$ cat config.mk
export PLATFORM = sky130hd
export DESIGN_NAME = init
export DESIGN_NICKNAME = d
export VERILOG_FILES = /design/src/rtl/init_pkg.sv /design/src/rtl/init_ctr.sv /design/src/rtl/init.sv
export SDC_FILE = /design/constraint.sdc
export NUM_CORES = 1
export LEC_CHECK = 0
export CORE_MARGIN = 3
export CORE_UTILIZATION = 29
export CTS_CLUSTER_SIZE = 8
export DETAILED_ROUTE_END_ITERATION = 8
export SLEW_MARGIN = 20
export SYNTH_ARGS = -nofsm -noshare
export SYNTH_HDL_FRONTEND = slang
export SYNTH_SLANG_ARGS = --single-unit
$ cat constraint.sdc
create_clock -name clk -period 2.4 [get_ports clk]
set_input_delay 0.6 -clock clk [delete_from_list [all_inputs] [get_ports clk]]
set_output_delay 0.6 -clock clk [all_outputs]
set_load 0.02 [all_outputs]
$ cat src/rtl/init_pkg.sv
// init_pkg: shared widths, the last fill address and the fill FSM state type.
package init_pkg;
   localparam int ADDR_W_DEFAULT = 8;
   localparam int LAST_ADDR = 255;
   typedef enum logic [1:0] {IDLE, ARM, SETUP, WRITE} init_state_t;
endpackage

$ cat src/rtl/init_ctr.sv
// init_ctr: up-counter with clear, increment enable and a terminal-count flag.
module init_ctr
   import init_pkg::*;
#(
   parameter int W    = ADDR_W_DEFAULT,
   parameter int LAST = LAST_ADDR
) (
   input  logic         clk,
   input  logic         rst_n,
   input  logic         i_clr,
   input  logic         i_inc,
   output logic [W-1:0] o_cnt,
   output logic         o_tc
);
   logic [W-1:0] r_cnt;
   always_ff @(posedge clk or posedge rst_n)
      if (rst_n)      r_cnt <= '0;
      else if (i_clr) r_cnt <= '0;
      else if (i_inc) r_cnt <= r_cnt + 1'b1;
   assign o_cnt = r_cnt;
   assign o_tc  = r_cnt == W'(LAST);
endmodule

$ cat src/rtl/init.sv
// init: fills the S-array RAM with S[i]=i, one write per clock, on an en/rdy request.
// Optional macro INIT_DONE_PULSE_EN adds a one-cycle done pulse as rdy returns.
module init
   import init_pkg::*;
#(
   parameter int ADDR_W = ADDR_W_DEFAULT
) (
   input  logic              clk,
   input  logic              rst_n,
   input  logic              en,
   output logic              rdy,
   output logic [ADDR_W-1:0] addr,
   output logic [ADDR_W-1:0] wrdata,
   output logic              wren
`ifdef INIT_DONE_PULSE_EN
   ,
   output logic              done
`endif
);
   init_state_t       r_state, w_next;
   logic              r_rdy, r_wren;
   logic [ADDR_W-1:0] w_cnt;
   logic              w_tc;
   // Clear wins over increment, so the counter returns to 0 instead of wrapping.
   init_ctr #(.W(ADDR_W), .LAST((1 << ADDR_W) - 1)) u_ctr (
      .clk   (clk),
      .rst_n (rst_n),
      .i_clr (r_state != WRITE || w_tc),
      .i_inc (r_state == WRITE),
      .o_cnt (w_cnt),
      .o_tc  (w_tc)
   );
   always_comb begin
      w_next = r_state;
      case (r_state)
         IDLE:    w_next = en ? ARM : IDLE;
         ARM:     w_next = SETUP;
         SETUP:   w_next = WRITE;
         WRITE:   w_next = w_tc ? IDLE : WRITE;
         default: w_next = IDLE;
      endcase
   end
   always_ff @(posedge clk or posedge rst_n)
      if (rst_n) begin
         r_state <= IDLE;
         r_rdy   <= 1'b1;
         r_wren  <= 1'b0;
      end else begin
         r_state <= w_next;
         r_rdy   <= w_next == IDLE;
         r_wren  <= w_next == WRITE;
      end
   assign rdy    = r_rdy;
   assign wren   = r_wren;
   assign addr   = w_cnt;
   assign wrdata = w_cnt;
`ifdef INIT_DONE_PULSE_EN
   logic r_done;
   always_ff @(posedge clk or posedge rst_n)
      if (rst_n) r_done <= 1'b0;
      else       r_done <= r_state == WRITE && w_tc;
   assign done = r_done;
`endif
endmodule

==> summary.txt <==
Floorplanning
  – IO Count: 21
  – Core area: roughly 0.0018 mm2
  – Initial Util: 32.7%
  – Site Rows: 15
  – Chip width: 51.6 um
  – Die ar.: between 0.002 and 0.003 mm2
  – Floorplan die height: approximately 52 um

Synth
  – Synth Cell Area: 602 um2
  – Net Count, Synth: 64
  – Sequential area share after synthesis: 50.1%
  – #FFs+latches synth: 12
  – Yosys top cell by area: dfrtp_1
  – Asr flop ratio synth: 100%
  – Syn avg cell area: 10.0 um2
  – Distinct cells, synth: 23
  – Primary FF master, synth: dfrtp_1
  – Post-Syn Instances: 60
  – Synth top area cells: dfrtp_1, buf_4, dfstp_2
  – Warnings from Yosys: 0
  – Share of the synthesized area in the top cell type: 45.7%
  – Number of synthesized flops with an enable pin: 0

Routing
  – Detailed Route Iter0 Violations: 9
  – DRC violations left: 0
  – DR pass1 iterations: 4
  – WL/cell: approximately 11 um
  – Via count: 469
  – Post-DRT Antenna Nets: 0
  – DR vias/cell: 4.64
  – WL final: approximately 1100 um

STA
  – Final hold violations: 0
  – Final period util: 83.8%
  – Worst Skew: roughly 2.7 ps
  – Worst slew pin tran: between 400 and 500 ps
  – Worst Setup Slack, final: around 390 ps
  – Worst Hold Slack: ~530 ps
  – Pins Over Slew Limit: 0
  – Sum of negative setup slack: 0 ps
  – Fmax: between 400 and 500 MHz
  – Worst relative slew slack: a little over two thirds
  – Crit path time final: 2010 ps
  – RSZ-0062 raised after global routing: no
  – Final setup fails: 0

Global routing
  – GRT Overall Usage: around a tenth
  – Largest net degree at the start of global routing: 13
  – Vias in the first global route: 438
  – Initial antenna violation count: 0
  – Global-route wire length before repair: 1900 um
  – Grt ovf: 0

Worst setup path
  – Crit path from: u_ctr.o_cnt[2]$_DFFE_PP0P_
  – Worst Setup Start Kind: flip-flop
  – R2r startpoint: u_ctr.o_cnt[0]$_DFFE_PP0P_
  – Critical path's top delay family: buffers and inverters
  – Worst path bufs/invs: 1
  – Worst setup path end: addr[2]
  – WP depth: 1
  – Flop2flop setup slack: 840 ps
  – Worst Path Arrival: 1410 ps
  – Critical Path RT: 1800 ps
  – Critical path's largest stage delay: 650 ps
  – R2r worst-path depth: 4
  – Critical path's slowest cell: clkdlybuf4s50_1
  – Cells along the critical path: clkdlybuf4s50_1
  – WS Path Type: flip-flop to output pin
  – R2R Path End: u_ctr.o_cnt[1]$_DFFE_PP0P_
  – Setup crit end kind: output pin
  – CP Max Fanout: 8

Pwr
  – Final Power: 1.00 mW
  – Cell area power density: roughly 1200 mW/mm2
  – Peak supply drop: between 0.0005 and 0.0006 V
  – Leak: 0.322 nW

Layout
  – Commonest non-fill, non-tap cells in the layout: clkdlybuf4s50_1, dfrtp_1, nor2_1, a21oi_1, nand3_1
  – N_diodes: 0
  – Share of layout cells above drive strength 1: a little under a tenth
  – Nets@finish: 81
  – Post-route insts no fill: 101
  – Most common cell after layout, fill and taps aside: clkdlybuf4s50_1
  – Design Area, Final: 810 um2
  – Synth-to-Final Area Change: 34.5%
  – Fill cells: 206
  – Final Util: 44.0%

Clock network
  – Hold-fix buffers, CTS: 0
  – H-Tree Level Count: 1
  – Worst-case clock buffer depth: 2
  – Post-CTS resize count: 0
  – Root buf cell: clkbuf_4
  – Sink Count: 12
  – Clock transition at path regs: 70 ps
  – CTS tree: built
  – Clk_lat worst skew: 270 ps
  – Setup Buffers After CTS: 0
  – Number of CTS-inserted buffers: 3

Place
  – Placed Area: 773 um2
  – Port Buffers: 20
  – Pre-CTS setup slack: between 600 and 700 ps
  – RePlAce Congestion: roughly 0.69
  – Post-DP HPWL: just over 800 um
  – Number of cells after detailed placement: 97

Run status
  – Status: complete, no violations

Flow run
  – # Max-Cap Violations: 0

Worst hold path
  – Min-delay worst type: flip-flop to flip-flop
[routing by layer]
layer  vias up  part of all wire [%]  track usage [%]  wire (um)
met2        17                    43             14.4        489
met3         4                   5.7             2.29         65
li1        240                     -                -          -
met4         0                   3.4             10.5         39
met1       208                    48             12.4        541
met5         -                     0                0          0
[worst min-delay path by stage]
| stage | start | to | slack (ps) | depth (start not counted) |
|---|---|---|---|---|
| floorplan | rst_n | r_state[0]$_DFF_PP0_ | 460 | 1 |
| global placement | r_state[0]$_DFF_PP0_ | r_state[0]$_DFF_PP0_ | 510 | 1 |
| detailed placement | r_state[0]$_DFF_PP0_ | r_state[0]$_DFF_PP0_ | 520 | 1 |
| CTS | r_state[0]$_DFF_PP0_ | r_state[0]$_DFF_PP0_ | 540 | 1 |
| global route | r_state[0]$_DFF_PP0_ | r_state[0]$_DFF_PP0_ | 560 | 1 |
| finish | r_state[0]$_DFF_PP0_ | r_state[0]$_DFF_PP0_ | 530 | 1 |
[report_power, final]
group | switching [mW] | internal [mW] | total (mW)
combinational | 0.252 | 0.244 | 0.496
sequential | 0.0880 | 0.258 | 0.346
clock | 0.0679 | 0.0923 | 0.160
total | 0.408 | 0.595 | 1.00
[synth_stat cells (2+ instances only)]
cell type,count
buf_4,8
or3_1,3
xor2_1,2
nand3_1,4
a21oi_1,5
nor2_1,6
inv_1,2
o31ai_1,2
o21ai_0,2
nand2_1,3
dfrtp_1,11
[final cells by class]
class / count / area (um2) / area share, %
Timing Repair Buffer: 20 / 200 / 24.7
Inverter: 2 / 7.51 / 0.927
Multi-Input combinational cell: 38 / 233 / 28.7
Sequential cell: 12 / 302 / 37.2
Clock buffer: 4 / 36.3 / 4.48
Tap cell: 25 / 31.3 / 3.86
[flip-flops by register name, indices dropped and copies added, names as in the netlist]
name,cells
r_state,2
rdy,1
u_ctr.o_cnt,8
wren,1
[logic make-up after synthesis]
logic type | after synthesis | share of synthesized area [%]
compound gates | 12 | 12.3
xor+xnor | 3 | 4.37
fa+ha+maj | 1 | 2.08
buf+inv | 10 | 11.2
flops | 12 | 50.1
simple gates | 22 | 20.0
Note: power is estimated with default switching activity, not from simulation.
